### src/rtl/sb_rdi_pl_cfg_tx.sv
// Sideband RDI transmit stage: serializes 64-bit header (+ optional 64-bit payload)
// onto the NC-bit pl_cfg bus with one vld rising edge (credit consume) per message.
module sb_rdi_pl_cfg_tx #(
  parameter int NC = 32
) (
  input  logic          i_clk,
  input  logic          i_rst_n,
  input  logic          i_msg_valid,
  input  logic [63:0]   i_msg_hdr,
  input  logic          i_msg_has_data,
  input  logic [63:0]   i_msg_data,
  output logic          o_msg_ready,
  input  logic          i_adapter_is_full,
  output logic [NC-1:0] o_pl_cfg,
  output logic          o_pl_cfg_vld,
  output logic          o_rising_edge_pl_cfg_vld
);

  localparam int B  = 64 / NC;
  localparam int CW = (B > 1) ? $clog2(B) : 1;
  localparam logic [CW-1:0] LAST_BEAT = CW'(B - 1);

  typedef enum logic [1:0] {
    IDLE = 2'd0,
    HDR  = 2'd1,
    DATA = 2'd2
  } state_t;

  state_t        state;
  logic [CW-1:0] beat_cnt;
  logic [CW-1:0] beat_nxt;
  logic [63:0]   hdr_q;
  logic [63:0]   data_q;
  logic          has_data_q;
  logic          accept;

  function automatic logic [NC-1:0] beat_of(input logic [63:0] word, input logic [CW-1:0] k);
    logic [63:0] shifted;
    shifted = word >> (int'(k) * NC);
    return shifted[NC-1:0];
  endfunction

  // Credits are only checked while idle; an accepted message always runs to completion.
  assign o_msg_ready = (state == IDLE) && !i_adapter_is_full;
  assign accept      = i_msg_valid && o_msg_ready;
  assign beat_nxt    = beat_cnt + CW'(1);

  // Outputs are loaded one beat ahead so beat k is on the bus while beat_cnt == k.
  always_ff @(posedge i_clk or negedge i_rst_n) begin
    if (!i_rst_n) begin
      state                    <= IDLE;
      beat_cnt                 <= '0;
      hdr_q                    <= '0;
      data_q                   <= '0;
      has_data_q               <= 1'b0;
      o_pl_cfg                 <= '0;
      o_pl_cfg_vld             <= 1'b0;
      o_rising_edge_pl_cfg_vld <= 1'b0;
    end else begin
      o_rising_edge_pl_cfg_vld <= 1'b0;
      case (state)
        IDLE: begin
          if (accept) begin
            hdr_q                    <= i_msg_hdr;
            data_q                   <= i_msg_data;
            has_data_q               <= i_msg_has_data;
            beat_cnt                 <= '0;
            state                    <= HDR;
            o_pl_cfg                 <= i_msg_hdr[NC-1:0];
            o_pl_cfg_vld             <= 1'b1;
            o_rising_edge_pl_cfg_vld <= 1'b1;
          end
        end
        HDR: begin
          if (beat_cnt == LAST_BEAT) begin
            beat_cnt <= '0;
            if (has_data_q) begin
              state    <= DATA;
              o_pl_cfg <= data_q[NC-1:0];
            end else begin
              state        <= IDLE;
              o_pl_cfg     <= '0;
              o_pl_cfg_vld <= 1'b0;
            end
          end else begin
            beat_cnt <= beat_nxt;
            o_pl_cfg <= beat_of(hdr_q, beat_nxt);
          end
        end
        DATA: begin
          if (beat_cnt == LAST_BEAT) begin
            beat_cnt     <= '0;
            state        <= IDLE;
            o_pl_cfg     <= '0;
            o_pl_cfg_vld <= 1'b0;
          end else begin
            beat_cnt <= beat_nxt;
            o_pl_cfg <= beat_of(data_q, beat_nxt);
          end
        end
        default: begin
          state        <= IDLE;
          beat_cnt     <= '0;
          o_pl_cfg     <= '0;
          o_pl_cfg_vld <= 1'b0;
        end
      endcase
    end
  end

endmodule

### config.mk
export PLATFORM = sky130hd
export DESIGN_NAME = sb_rdi_pl_cfg_tx
export DESIGN_NICKNAME = d
export VERILOG_FILES = /design/src/rtl/sb_rdi_pl_cfg_tx.sv
export SDC_FILE = /design/constraint.sdc
export NUM_CORES = 1
export LEC_CHECK = 0
export CORE_MARGIN = 2
export CORE_UTILIZATION = 23
export DETAILED_ROUTE_END_ITERATION = 8
export GPL_ROUTABILITY_DRIVEN = 0
export PLACE_DENSITY = 0.42
export REMOVE_ABC_BUFFERS = 1
export SYNTH_ARGS = -nofsm -noshare
export SYNTH_HDL_FRONTEND = slang
export SYNTH_SLANG_ARGS = --single-unit
### constraint.sdc
create_clock -name i_clk -period 5.9 [get_ports i_clk]
set_clock_uncertainty 0.1 [all_clocks]
set_input_delay 1.475 -clock i_clk [delete_from_list [all_inputs] [get_ports i_clk]]
set_output_delay 1.475 -clock i_clk [all_outputs]
set_load 0.03 [all_outputs]
# Word level (Yosys, flattened, before mapping)

Index checks and enable logic that the tools add are counted.

Register bits after elaboration: 166
Bits of input ports: 133
Word-level logic and storage cells: 45
Output and inout bits: 35

Reduce and logical (&&, ||, !) cells: 8
Shift operators: 2
Mux-type cells: 20
Add/subtract/negate cells: 1
Equality and inequality tests: 6

Operators with widths:

| cell                                                                   | number |
|---|---|
| 32-bit 2-to-1 mux                                                      | 4 |
| 64-bit by 6-bit right shift with 32-bit output                         | 2 |
| 32-bit case mux with 3 select lines                                    | 1 |
| 1-bit 2-to-1 mux                                                       | 8 |
| 2-bit 2-to-1 mux                                                       | 4 |
| 2-bit != test (second input constant)                                  | 4 |
| 2-bit case mux with 3 select lines                                     | 1 |
| 4-bit AND reduction                                                    | 1 |
| 1-bit case mux with 3 select lines                                     | 1 |
| 3-bit AND reduction                                                    | 1 |
| 2-bit by 1-bit equality test with 1-bit output (second input constant) | 1 |
| 2-bit equality test (second input constant)                            | 1 |
| 1-bit logical AND                                                      | 2 |
| 2-bit zero test                                                        | 1 |
| 1-bit case mux with 2 select lines                                     | 1 |
| 2-bit AND reduction                                                    | 1 |
| 2-bit OR reduction                                                     | 1 |
| 1-bit adder (second input constant)                                    | 1 |
| 1-bit zero test                                                        | 1 |

# Longest topological paths before layout

Depth after elaboration: 5
Mapped depth: 8
Mapped depth without buffers: 6

# Worst setup path before layout

Ideal clock, no wire load.

Path type: input to output
Start point: in i_adapter_is_full
End point: out o_msg_ready
Data arrival time: 1.839 ns
Buffers on the path: 0
Setup slack: 2.486 ns
Cell stages on the path: 1
Required time: 4.325 ns
Cells stage by stage: and2b_1

Longest elaborated chain between the ends: 2

RTL lines:

| element           | RTL line | RTL |
|---|---|---|
| start, declared   | 13       | `input logic i_adapter_is_full,` |
| 1-bit zero test   | 44       | `assign o_msg_ready = (state == IDLE) && !i_adapter_is_full;` |
| 1-bit logical AND | 44       |  |
| end, declared     | 12       | `output logic o_msg_ready,` |

No other way between the ends.

# Final worst setup path

Ends and elaborated chain as after synthesis.

==> impl_metrics.tcl <==
set metrics [dict create \
    period_needed_ps 4490 \
    rsz0062_at_grt "no" \
    grtUsageTotal 0.126 \
    grt_pass1_wl_um 25800 \
    cts_setup_buffers 0 \
    cts-root-buf "clkbuf_16" \
    pwr-share-comb 0.398 \
    post-route-period-util 0.762 \
    die_y_um 165 \
    regArea_um2 3350 \
    crit_slowest_cell "clkdlybuf4s50_1" \
    dp_worst_setup_slack_ps 1400 \
    num-fill-cells 2490 \
    cts.reportedPaths.clkPinSlew_ps 60 \
    vias 4083 \
    setup_viol 0 \
    path_max_fanout 2 \
    power_leakage_nw 3.80 \
    fin_cells 920 \
    synth.ff_latch_count 134 \
    yosysTopAreaCellShare 0.561 \
    cts_buffer_depth 2 \
    grt-ovfl-total 0 \
    drtAntennaViolNets 0 \
    p_sw_frac 0.338 \
    fmax_ghz 0.223 \
    cts_htree_levels 4 \
    powerDensity_nw_per_um2 536 \
    synth-edff-count 0 \
    grt_pass1_vias 4458 \
    nets 715 \
    yosys.area.top_type "dfrtp_1" \
    async_reset_ff_frac 1.00 \
    yosysUniqueCellTypes 28 \
    fp-row-count 58 \
    path_cells "clkdlybuf4s50_1, and2b_1, clkdlybuf4s50_1" \
    syn_avg_cell_area_um2 14.2 \
    routed_wl_um 17100 \
    drtPass1Iterations 7 \
    drc 0 \
    start_kind "primary input" \
    synth_most_common_cell "dfrtp_1" \
    maxSlewViolCount 0 \
    peakVddDrop_mv 0.284 \
    cts_resized 0 \
    start_util 0.236 \
    outcome "completed" \
    multi_input_area_um2 2410 \
    ys_seq_area_frac 0.561 \
    cpPeakStageDelay_ps 710 \
    crit_path_end_kind "primary output" \
    maxCapViolations 0 \
    final.setup.worst_slack_ps 1410 \
    p_int_w 0.00301 \
    die-area_um2 27300 \
    cp_num_buf_inv 2 \
    diodes 0 \
    clock_latency_ps 410 \
    netlist_area_um2 5970 \
    fin_setup_tns_ps 0 \
    vias_per_cell 4.44 \
    drtIter0Drc 248 \
    antenna_found_initial 0 \
    cp_top_family "buffers and inverters" \
    synth_cells 420 \
    core_um2 25300 \
    grt_max_degree 99 \
    synth_commonest_cells "dfrtp_1, mux2_4, nand2_1, a22o_1" \
    fp.dieW_um 165 \
    pwr-share-seq 0.361 \
    portBuffers 167 \
    io_pins 168 \
    clkPwrFrac 0.242 \
    worstHoldPathType "register to register" \
    area_growth_syn_to_layout_pct 42.2 \
    post-dp-hpwl_um 10400 \
    cts_buffers 17 \
    relSlewSlack 0.239 \
    path_class "primary input to primary output" \
    critPathMostFrequentCell "clkdlybuf4s50_1" \
    cp.depth 3 \
    synth_area_leaders "dfrtp_1, mux2_4, mux2_2, a222oi_1, a22o_1" \
    drive_gt1_frac 0.239 \
    yosys_warnings 0 \
    min_delay_path_depth 1 \
    critPathRequiredTime_ps 4320 \
    hold_viol 0 \
    wl_per_cell_um 18.6 \
    hold_buffers 0 \
    r2r_cells 7 \
    clock-sinks 134 \
    arrival_ps 2920 \
    cts_tree "done" \
    synth_ff_type "dfrtp_1" \
    switchingPower_w 0.00154 \
    tightestPinTransition_ps 1140 \
    dp.cells 888 \
]
## power by group through the flow
stage	combinational (W)	clock (W)	sequential, W
2_1_floorplan	0.00105	0	0.00177
3_3_place_gp	0.00181	0	0.00163
3_5_place_dp	0.00184	0	0.00166
4_1_cts	0.00184	0.00114	0.00164
5_1_grt	0.00196	0.00119	0.00170
6_report	0.00181	0.00110	0.00164
## registers in the layout (all words and copies together) (netlist names)
signal / flops
data_q: 64
o_rising_edge_pl_cfg_vld: 1
hdr_q: 32
has_data_q: 1
o_pl_cfg: 32
beat_cnt: 1
o_pl_cfg_vld: 1
state: 2
## metal layers
layer | GRT usage | part of all wire
met5 | 0 | 0
met4 | 0.0332 | 0.0095
met3 | 0.0390 | 0.070
met2 | 0.203 | 0.48
met1 | 0.165 | 0.44
## placed cells by master, fill, tap and decap left out, types with 3 or more instances in the layout
cell type        instances
a222oi_1                31
a22o_1                  32
buf_4                    4
bufinv_16                3
clkbuf_16               17
clkdlybuf4s50_1        166
clkinvlp_4               6
dfrtp_1                134
ha_1                     4
inv_1                    3
inv_6                    4
mux2_2                  31
mux2_4                  67
nand2_1                 67
## worst paths after layout
kind | startpoint | to | slack [ps]
max reg2reg | state[0] | o_pl_cfg[10] | 3180
min | o_pl_cfg[1] | o_pl_cfg[1] | 410
min reg2reg | o_pl_cfg[1] | o_pl_cfg[1] | 410
max | i_adapter_is_full | o_msg_ready | 1410
min in group asynchronous | i_rst_n | data_q[47] | 890
max in group asynchronous | i_rst_n | hdr_q[37] | 3780
## worst register-to-register path: stages, from the launching register on
cell	delay (ps)
dfrtp_1	390
inv_1	110
ha_2	200
buf_4	280
and2_2	250
buf_4	280
nor2_4	790
a22o_1	260
## logic make-up after synthesis
kind of cell,after synthesis,share of synthesized area
flops,134,0.561
mux,99,0.229
buf+inv,36,0.0417
simple gates,79,0.0547
compound gates,67,0.103
fa+ha+maj,5,0.0105
## per-stage QoR
stage          hold WS, ps  power, W  instance area [µm²]   util
2_1_floorplan          380   0.00282                 5740      -
3_3_place_gp           387   0.00344                 7890  0.311
3_5_place_dp           392   0.00349                 7890  0.311
4_1_cts                408   0.00462                 8490  0.335
5_1_grt                421   0.00484                 8490  0.335
6_report               406   0.00455                 8490  0.335
## cell type report
type | instances | share of cell area
Sequential cell | 134 | 0.395
Multi-Input combinational cell | 250 | 0.283
Timing Repair Buffer | 171 | 0.201
Clock buffer | 18 | 0.0505
Tap cell | 330 | 0.0486
Clock inverter | 14 | 0.0206
Inverter | 3 | 0.00133
(Power assumes the default switching activity.)
